$ cat config.mk
export PLATFORM = sky130hd
export DESIGN_NAME = fifo_fill_ctrl
export DESIGN_NICKNAME = d
export VERILOG_FILES = /design/src/rtl/fifo_fill_ctrl.sv
export SDC_FILE = /design/constraint.sdc
export NUM_CORES = 1
export LEC_CHECK = 0
export BUFFER_PORTS_ARGS = -buffer_cell sky130_fd_sc_hd__buf_2
export CAP_MARGIN = 20
export CORE_MARGIN = 5
export CORE_UTILIZATION = 35
export CTS_CLUSTER_SIZE = 16
export DETAILED_ROUTE_END_ITERATION = 8
export PLACE_DENSITY_LB_ADDON = 0.15
export SETUP_SLACK_MARGIN = 0.3
export SLEW_MARGIN = 20
export SYNTH_ARGS = -nofsm -noshare
export SYNTH_HDL_FRONTEND = slang
export SYNTH_SLANG_ARGS = --single-unit
$ cat constraint.sdc
create_clock -name clk -period 4.87 [get_ports clk]
set_input_delay 0.487 -clock clk [delete_from_list [all_inputs] [get_ports clk]]
set_output_delay 0.487 -clock clk [all_outputs]
set_load 0.05 [all_outputs]
$ cat src/rtl/fifo_fill_ctrl.sv
// fifo_fill_ctrl: reads NUM_WORDS memory words and unpacks each, lowest byte first, into its own byte FIFO.
// Optional macro FIFO_FILL_STALL_CNT_EN adds a saturating 16-bit stall-cycle counter output (stall_cnt).
module fifo_fill_ctrl #(
   parameter int unsigned            DATA_WIDTH = 8,
   parameter int unsigned            WORD_BYTES = 8,
   parameter int unsigned            ADDR_WIDTH = 32,
   parameter int unsigned            NUM_WORDS  = 9,
   parameter logic [ADDR_WIDTH-1:0]  BASE_ADDR  = '0
) (
   input  logic                             clk,
   input  logic                             rst,
   input  logic                             start,
   output logic                             busy,
   output logic                             done,
   output logic                             read_mem,
   output logic [ADDR_WIDTH-1:0]            address,
   input  logic                             mem_wait,
   input  logic                             mem_valid,
   input  logic [DATA_WIDTH*WORD_BYTES-1:0] mem_data,
   input  logic [NUM_WORDS-1:0]             fifo_full,
   output logic [NUM_WORDS-1:0]             fifo_wren,
   output logic [DATA_WIDTH-1:0]            fifo_wdata
`ifdef FIFO_FILL_STALL_CNT_EN
   ,
   output logic [15:0]                      stall_cnt
`endif
);

   localparam int unsigned WIDX_W = (NUM_WORDS > 1) ? $clog2(NUM_WORDS) : 1;
   localparam int unsigned BIDX_W = (WORD_BYTES > 1) ? $clog2(WORD_BYTES) : 1;
   localparam logic [WIDX_W-1:0] LAST_WORD = WIDX_W'(NUM_WORDS - 1);
   localparam logic [BIDX_W-1:0] LAST_BYTE = BIDX_W'(WORD_BYTES - 1);

   typedef enum logic [2:0] {
      ST_IDLE   = 3'd0,
      ST_REQ    = 3'd1,
      ST_WAIT   = 3'd2,
      ST_UNPACK = 3'd3,
      ST_DONE   = 3'd4
   } state_t;

   state_t                           state_r;
   state_t                           state_nxt_s;
   logic [WIDX_W-1:0]                word_idx_r;
   logic [WIDX_W-1:0]                word_idx_nxt_s;
   logic [BIDX_W-1:0]                byte_idx_r;
   logic [BIDX_W-1:0]                byte_idx_nxt_s;
   logic [DATA_WIDTH*WORD_BYTES-1:0] word_r;
   logic                             load_word_s;
   logic                             cur_full_s;

   // Only the FIFO owned by the current word can stall the unpacker.
   assign cur_full_s = fifo_full[word_idx_r];

   // State, counter and word-holding registers.
   always_ff @(posedge clk) begin
      if (rst) begin
         state_r    <= ST_IDLE;
         word_idx_r <= '0;
         byte_idx_r <= '0;
         word_r     <= '0;
      end else begin
         state_r    <= state_nxt_s;
         word_idx_r <= word_idx_nxt_s;
         byte_idx_r <= byte_idx_nxt_s;
         if (load_word_s) begin
            word_r <= mem_data;
         end else begin
            word_r <= word_r;
         end
      end
   end

   // Next-state and counter sequencing.
   always_comb begin
      state_nxt_s    = state_r;
      word_idx_nxt_s = word_idx_r;
      byte_idx_nxt_s = byte_idx_r;
      load_word_s    = 1'b0;
      case (state_r)
         ST_IDLE: begin
            if (start) begin
               word_idx_nxt_s = '0;
               state_nxt_s    = ST_REQ;
            end else begin
               state_nxt_s    = ST_IDLE;
            end
         end
         ST_REQ: begin
            if (!mem_wait) begin
               state_nxt_s = ST_WAIT;
            end else begin
               state_nxt_s = ST_REQ;
            end
         end
         ST_WAIT: begin
            if (mem_valid) begin
               load_word_s    = 1'b1;
               byte_idx_nxt_s = '0;
               state_nxt_s    = ST_UNPACK;
            end else begin
               state_nxt_s    = ST_WAIT;
            end
         end
         ST_UNPACK: begin
            if (cur_full_s) begin
               state_nxt_s = ST_UNPACK;
            end else if (byte_idx_r != LAST_BYTE) begin
               byte_idx_nxt_s = byte_idx_r + BIDX_W'(1);
            end else if (word_idx_r == LAST_WORD) begin
               byte_idx_nxt_s = '0;
               state_nxt_s    = ST_DONE;
            end else begin
               byte_idx_nxt_s = '0;
               word_idx_nxt_s = word_idx_r + WIDX_W'(1);
               state_nxt_s    = ST_REQ;
            end
         end
         ST_DONE: begin
            state_nxt_s = ST_IDLE;
         end
         default: begin
            state_nxt_s = ST_IDLE;
         end
      endcase
   end

   // Output decode; rst forces every output low in the same cycle.
   always_comb begin
      busy       = 1'b0;
      done       = 1'b0;
      read_mem   = 1'b0;
      address    = '0;
      fifo_wren  = '0;
      fifo_wdata = '0;
      if (!rst) begin
         busy = (state_r != ST_IDLE);
         done = (state_r == ST_DONE);
         if (state_r == ST_REQ) begin
            read_mem = 1'b1;
            address  = BASE_ADDR + ADDR_WIDTH'(word_idx_r);
         end else begin
            read_mem = 1'b0;
            address  = '0;
         end
         if (state_r == ST_UNPACK) begin
            fifo_wdata = word_r[byte_idx_r*DATA_WIDTH +: DATA_WIDTH];
            if (cur_full_s) begin
               fifo_wren = '0;
            end else begin
               fifo_wren = NUM_WORDS'(1'b1) << word_idx_r;
            end
         end else begin
            fifo_wdata = '0;
            fifo_wren  = '0;
         end
      end else begin
         busy = 1'b0;
      end
   end

`ifdef FIFO_FILL_STALL_CNT_EN
   logic [15:0] stall_cnt_r;
   logic        stall_s;

   // A stall is a refused request or a blocked byte write.
   always_comb begin
      stall_s = 1'b0;
      case (state_r)
         ST_REQ:    stall_s = mem_wait;
         ST_UNPACK: stall_s = cur_full_s;
         default:   stall_s = 1'b0;
      endcase
   end

   // Saturating stall counter, restarted by each accepted start.
   always_ff @(posedge clk) begin
      if (rst) begin
         stall_cnt_r <= 16'h0000;
      end else if ((state_r == ST_IDLE) && start) begin
         stall_cnt_r <= 16'h0000;
      end else if (stall_s && (stall_cnt_r != 16'hFFFF)) begin
         stall_cnt_r <= stall_cnt_r + 16'h0001;
      end else begin
         stall_cnt_r <= stall_cnt_r;
      end
   end

   assign stall_cnt = stall_cnt_r;
`endif

endmodule

==> summary.md, run 1 <==
Final layout
• **area of the multi-input gates** 2036 µm²
• **Nets** 615
• **fin cells** 674
• **antenna diode count** 0
• **end-of-flow core utilization** 0.4110
• **commonest non-fill, non-tap cells in the layout** 134 x nand2_1, 101 x buf_2, 73 x dfxtp_1
• **layout-stage area growth over the synthesis result** 16.62%
• **most common library cell in the layout ignoring fill and taps** nand2_1
• **final-layout fill cell count** 1138
• **fraction of layout instances using a drive strength above 1** 0.2809
• **FF+latch area** 1483 µm²

Power and ir drop
• **reported leakage power** 0.001714 µW
• **power density over the cells** 278.3 nW/µm²
• **internal power** 881.6 µW
• **logic gate share of total power** 0.122
• **Seq pwr share** 0.514
• **switching portion of total power** 0.2828
• **Total Power** 1229 µW
• **P_sw** 347.7 µW
• **maximum vdd drop** 0.0001109 V
• **Clock power frac** 0.364

STA
• **setup repair after global routing missed its margin** no
• **final max-slew violation count** 0
• **number of hold violations in the final report** 0
• **Total Negative Setup Slacks** 0 ps
• **share of the clock period used by the worst path after layout** 0.5798
• **Final WS setup** 2047 ps
• **minimum period implied by the final worst setup slack** 2823 ps
• **pin slew with the least headroom to its limit** 818.4 ps
• **max frequency** 354.2 MHz
• **Clock Skews** 8.496 ps
• **final setup violating endpoints** 0
• **worst slew margin relative to its limit** 0.4494

Yosys
• **share of synthesized area occupied by flip-flops and latches** 0.3911
• **EDFF count, synth** 0
• **post-synthesis register bit count** 74
• **synthesized instance count** 451
• **total number of yosys warnings** 0
• **top area cells in the synthesized netlist** dfxtp_1 39%, nand2_1 13%, mux4_2 11%
• **share of Yosys cell area claimed by the top area cell type** 0.3911
• **count of cell types in the netlist** 43
• **post-synthesis cell area** 3787 µm²
• **Synth area leader** dfxtp_1
• **Avg Synthesized Cell Area** 8.398 µm²
• **async set-reset flop share out of synthesis** 0
• **flip-flop cell with the highest count after synthesis** dfxtp_1

Route
• **WL per Instance** 14.14 µm
• **Post-route DRC** 0
• **sum of routed wire length over all layers** 9529 µm
• **drt via density** 4.733
• **detailed router's first-iteration violation count** 133
• **DRT antenna net count** 0
• **Via Count** 3190
• **total iterations of the first detailed-routing run** 4

Global routing
• **wire length of the first global-routing pass** 15010 µm
• **antenna violations before repair** 0
• **total overflow reported by the global router** 0
• **vias in the first global route** 3108
• **met3 GRT Util** 0.03820
• **global-route usage over all layers** 0.1455
• **layer with the highest usage** met2
• **Global Route met1 Usage** 0.1783
• **met2 track utilization from global routing** 0.2545
• **maximum number of pins on one net before global-route repair** 76

Place
• **port buffer count** 101
• **DP Wirelength** 7121 µm
• **gpl congestion** 0.7343
• **Post-Place Worst Slack** 2208 ps
• **post-placement cell count** 658

Critical path
• **CP Class** flop to output port
• **maximum fanout along the worst path** 11
• **launching element type of the critical path** flop
• **data arrival time of the critical path** 2340 ps
• **WP data required** 4380 ps
• **Worst setup EP type** output port

Hold path
• **Worst Hold Class** input port to flop

Floorplan
• **horizontal extent of the die** 114.0 µm
• **FP Rows** 38
• **I/O pin count** 130
• **initial standard-cell utilization of the core** 0.3525
• **Die Ht** 114.0 µm
• **die area** 13000 µm²
• **placeable core region** 10750 µm²

CTS
• **Worst-Skew Late Latency** 340 ps
• **root buffer cell** clkbuf_8
• **total of cells resized after clock tree synthesis** 0
• **CTS tree** yes
• **setup fix buffers added after clock tree synthesis** 0
• **CTS hold repair buffers** 0
• **H-Tree Level Count** 3
• **CTS Buf Count** 9
• **number of clock sinks seen by CTS** 74
• **CTS clock-pin slew for the worst setup and hold paths** 80 ps
• **clk buf depth** 2

Job
• **Max Cap Violations** 0

Status
• **result of the run** finished clean

==> stage by stage <==
stage,instance area (µm²),hold slack [ps]
after floorplan,3889,433.1
after global placement,4224,444.4
after detailed placement,4224,445.5
after CTS,4412,350.6
after global routing,4417,367.2
final,4417,370.4
==> cell type report <==
cell class,count,area share
Tap cell,140,0.03966
Inverter,4,0.003399
Clock inverter,5,0.008215
Multi-Input combinational cell,337,0.4609
Sequential cell,74,0.3357
Clock buffer,11,0.03428
Timing Repair Buffer,103,0.1178
==> worst max-delay path, stage by stage, from the launching register on <==
cell and delay (ps):
dfxtp_1 610, mux2i_1 160, mux4_2 550, nor2_4 200
nor3_1 100, and2_1 170, buf_2 200
==> registers in the layout (all words and copies together), names as in the netlist <==
name	cells
word_r	64
word_idx_r	4
byte_idx_r	3
state_r	3
==> layer usage <==
| layer | vias to the layer above | routed length [µm] |
|---|---|---|
| li1 | 1621 | - |
| met1 | 1475 | 4022 |
| met2 | 90 | 4845 |
| met3 | 4 | 592 |
| met4 | 0 | 68 |
| met5 | - | 0 |
==> cells in the mapped netlist, types with 4 or more instances <==
master    instances
nand2_1         134
dfxtp_1          74
a21oi_1          67
buf_4            29
clkbuf_1         23
nor2_1           21
mux4_2           18
mux2i_1          16
ha_1              8
and2_1            6
buf_2             5
nor3_1            5
buf_1             4
inv_1             4
nand2b_1          4
==> power by group through the flow <==
stage / registers, µW / clock network (µW) / logic [µW]
2_1_floorplan: 637 / 0 / 130
4_1_cts: 632 / 462 / 151
3_3_place_gp: 646 / 0 / 149
5_1_grt: 634 / 486 / 165
6_report: 632 / 448 / 150
3_5_place_dp: 646 / 0 / 150
==> logic make-up after synthesis <==
group | share of synthesized area
AOI/OAI and AO/OA | 0.1070
adders and majority gates | 0.02643
buffers and inverters | 0.1008
DFF | 0.3911
muxes | 0.1523
other | 0.0009901
and+or+nand+nor | 0.2213
==> worst paths after layout <==
check,startpoint,end,slack (ps),cells past startpoint
worst max-delay path,word_idx_r[0],fifo_wren[3],2050,6
worst min-delay path,mem_data[25],word_r[25],370,3
worst min register to register,word_r[52],word_r[52],460,2
worst max register to register,byte_idx_r[1],word_idx_r[1],2660,5
No activity file was read; power rests on OpenSTA's default activity.
==> run 2, diff against run 1 <==
Settings changed: ABC_AREA set to 1.
Clock period 4.87 ns to 2.95 ns, I/O delays scaled along.
==> run 2 against run 1 <==
Non-clock buffer count grew 6. Critical path depth rose by 3. Cell area up 4.4%. Sequential power rose by 72%. First-iteration DRC count up 47%. Power is 99% higher. Final cell count is 17% higher. Clock power is 87% higher. Count of clock-buffer cells in the layout decreased by 1. Synthesized cell count rose by 24%. Critical endpoint is now fifo_wren[4]. Highest routed layer unchanged.
==> summary.md, run 2 <==
Final layout
• **fraction of layout instances using a drive strength above 1** 0.2238
• **Nets** 729
• **largest registers** word_r: 64 flops, word_idx_r: 4 flops
• **commonest non-fill, non-tap cells in the layout** 100 x nand2_1, 100 x a21oi_1, 99 x buf_2
• **register bank with the most flops** word_r
• **antenna diode count** 0
• **final-layout fill cell count** 1178
• **Finished Cell Area** 4612 µm²
• **flip-flop count of the largest register, all copies and words added** 64
• **layout-stage area growth over the synthesis result** 18.07%

Floorplan
• **I/O pin count** 130
• **die area** 13370 µm²
• **horizontal extent of the die** 115.6 µm
• **initial standard-cell utilization of the core** 0.3588
• **placeable core region** 10890 µm²
• **Die Ht** 115.6 µm
• **FP Rows** 38

Place
• **total placed instance area** 4385 µm²
• **Post-Place Worst Slack** 777.6 ps
• **gpl congestion** 0.8150
• **DP Wirelength** 8242 µm
• **port buffer count** 101

Route
• **Post-route DRC** 0
• **total iterations of the first detailed-routing run** 4
• **drt via density** 4.707
• **Via Count** 3709
• **detailed router's first-iteration violation count** 195
• **DRT antenna net count** 0
• **WL per Instance** 13.99 µm
• **sum of routed wire length over all layers** 11030 µm

Yosys
• **synthesized-area fraction occupied by and/or/nand/nor cells** 0.2050
• **synthesized-area fraction occupied by adder cells** 0.02562
• **list of most frequent post-synthesis cells** 100 x a21oi_1, 100 x nand2_1, 74 x dfxtp_1
• **flip-flop cell with the highest count after synthesis** dfxtp_1
• **parity-gate share of the synthesized area counting xor and xnor cells** 0.002242
• **post-synthesis register bit count** 74
• **post-synthesis cell area** 3906 µm²
• **EDFF count, synth** 0
• **share of Yosys cell area claimed by the top area cell type** 0.3792
• **share of synthesized area occupied by flip-flops and latches** 0.3792
• **share of the synthesized area in compound gates (AO/OA/AOI/OAI)** 0.2332
• **portion of netlist area occupied by mux cells** 0
• **async set-reset flop share out of synthesis** 0
• **total number of yosys warnings** 0
• **largest family of logic cells by synthesized area** compound AO/OA/AOI/OAI gates
• **Synth area leader** dfxtp_1
• **Avg Synthesized Cell Area** 6.988 µm²
• **synthesized instance count** 559
• **count of cell types in the netlist** 29
• **top area cells in the synthesized netlist** dfxtp_1 38%, a21oi_1 13%, nand2_1 9.6%

Job
• **Max Cap Violations** 0

Critical path
• **maximum fanout along the worst path** 7
• **Critical Path Max Stage Delay** 470 ps
• **WP data required** 2650 ps
• **CP Class** flop to output port
• **Worst setup EP type** output port
• **launching element type of the critical path** flop
• **data arrival time of the critical path** 2170 ps
• **cell with the largest stage delay on the worst path** dfxtp_1
• **worst-path cell chain** inv_1 -> nand3_1 -> nand2_1 -> nand2_2 -> nand3_4 -> nor2_4 -> nand2_1 -> nor3_1 -> buf_2
• **most used cell along the critical path** nand2_1

STA
• **number of hold violations in the final report** 0
• **Min Hold Slack** 178.8 ps
• **max frequency** 406.2 MHz
• **pin slew with the least headroom to its limit** 897.7 ps
• **Final WS setup** 488.4 ps
• **worst slew margin relative to its limit** 0.4015
• **Total Negative Setup Slacks** 0 ps
• **minimum period implied by the final worst setup slack** 2462 ps
• **share of the clock period used by the worst path after layout** 0.8345
• **final setup violating endpoints** 0
• **setup repair after global routing missed its margin** yes
• **final max-slew violation count** 0
• **Clock Skews** 10.98 ps

CTS
• **clk buf depth** 2
• **number of clock sinks seen by CTS** 74
• **Worst-Skew Late Latency** 360 ps
• **root buffer cell** clkbuf_8
• **CTS clock-pin slew for the worst setup and hold paths** 80 ps
• **CTS hold repair buffers** 0
• **H-Tree Level Count** 3
• **CTS tree** yes
• **CTS Buf Count** 9

Power and ir drop
• **Total Power** 2443 µW
• **maximum vdd drop** 0.0001722 V
• **reported leakage power** 0.001867 µW
• **Seq pwr share** 0.445
• **logic gate share of total power** 0.211
• **switching portion of total power** 0.3328
• **internal power** 1630 µW
• **P_sw** 813.0 µW
• **Clock power frac** 0.343
• **power density over the cells** 529.7 nW/µm²

Status
• **result of the run** finished clean

Hold path
• **Worst Hold Class** input port to flop

Global routing
• **Global Route met1 Usage** 0.2433
• **wire length of the first global-routing pass** 17590 µm
• **global-route usage over all layers** 0.1672
• **maximum number of pins on one net before global-route repair** 101
• **layer with the highest usage** met1
• **met3 GRT Util** 0.03864
• **vias in the first global route** 3571
• **met2 track utilization from global routing** 0.2415
• **total overflow reported by the global router** 0
• **antenna violations before repair** 0

[run 2: what timing repair did]
item	in CTS	in global routing
resized for setup	0	3
setup buffers	0	1
setup endpoints to repair	0	7
hold endpoints to repair	0	0
[run 2: final cells by class]
class,count,area (µm²),share of cell area
clock inverter,6,75.07,0.01628
timing repair buffer,109,583.1,0.1264
clock buffer,10,137.6,0.02984
sequential,74,1483,0.3215
multi-input combinational,389,1931,0.4186
tap,140,175.2,0.03798
inverter,60,227.7,0.04938
[run 2: through the flow]
stage / cells / util
4_1_cts: 787 / 0.4223
2_1_floorplan: 586 / -
5_1_grt: 788 / 0.4236
3_5_place_dp: 771 / 0.4028
3_3_place_gp: 771 / 0.4028
6_report: 788 / 0.4236
[run 2: per-layer routing]
metal	routed length, µm	share of wire	vias to the layer above
met5	0	0	-
met4	172	0.016	0
met3	825	0.075	12
met2	4683	0.42	123
met1	5343	0.48	1633
li1	-	-	1941
[run 2: power by group through the flow]
stage / registers (µW) / logic, µW / clock network (µW)
2_1_floorplan: 1100 / 416 / 0
3_3_place_gp: 1110 / 512 / 0
3_5_place_dp: 1110 / 515 / 0
4_1_cts: 1090 / 517 / 855
5_1_grt: 1100 / 579 / 903
6_report: 1090 / 516 / 839
[run 2: cell families (layout without fill, tap and decap cells)]
kind of cell | Yosys count | after routing
AOI/OAI and AO/OA | 176 | 176
and+or+nand+nor | 176 | 176
buffers and inverters | 123 | 185
DFF | 74 | 74
adders and majority gates | 8 | 8
other | 1 | 28
xor gates and xnor gates | 1 | 1
[run 2: final timing paths]
path / end / slack, ps / from / cells after the start
min reg2reg: word_r[11] / 450 / word_r[11] / 2
min: word_r[30] / 180 / mem_data[30] / 3
max reg2reg: word_r[55] / 1040 / state_r[2] / 5
max: fifo_wren[4] / 490 / word_idx_r[1] / 9
[run 2: critical path, delay by kind of cell, from the launching register on]
family	cells	cell delay, ps
simple gates	7	870
buf+inv	2	470
flops	1	470
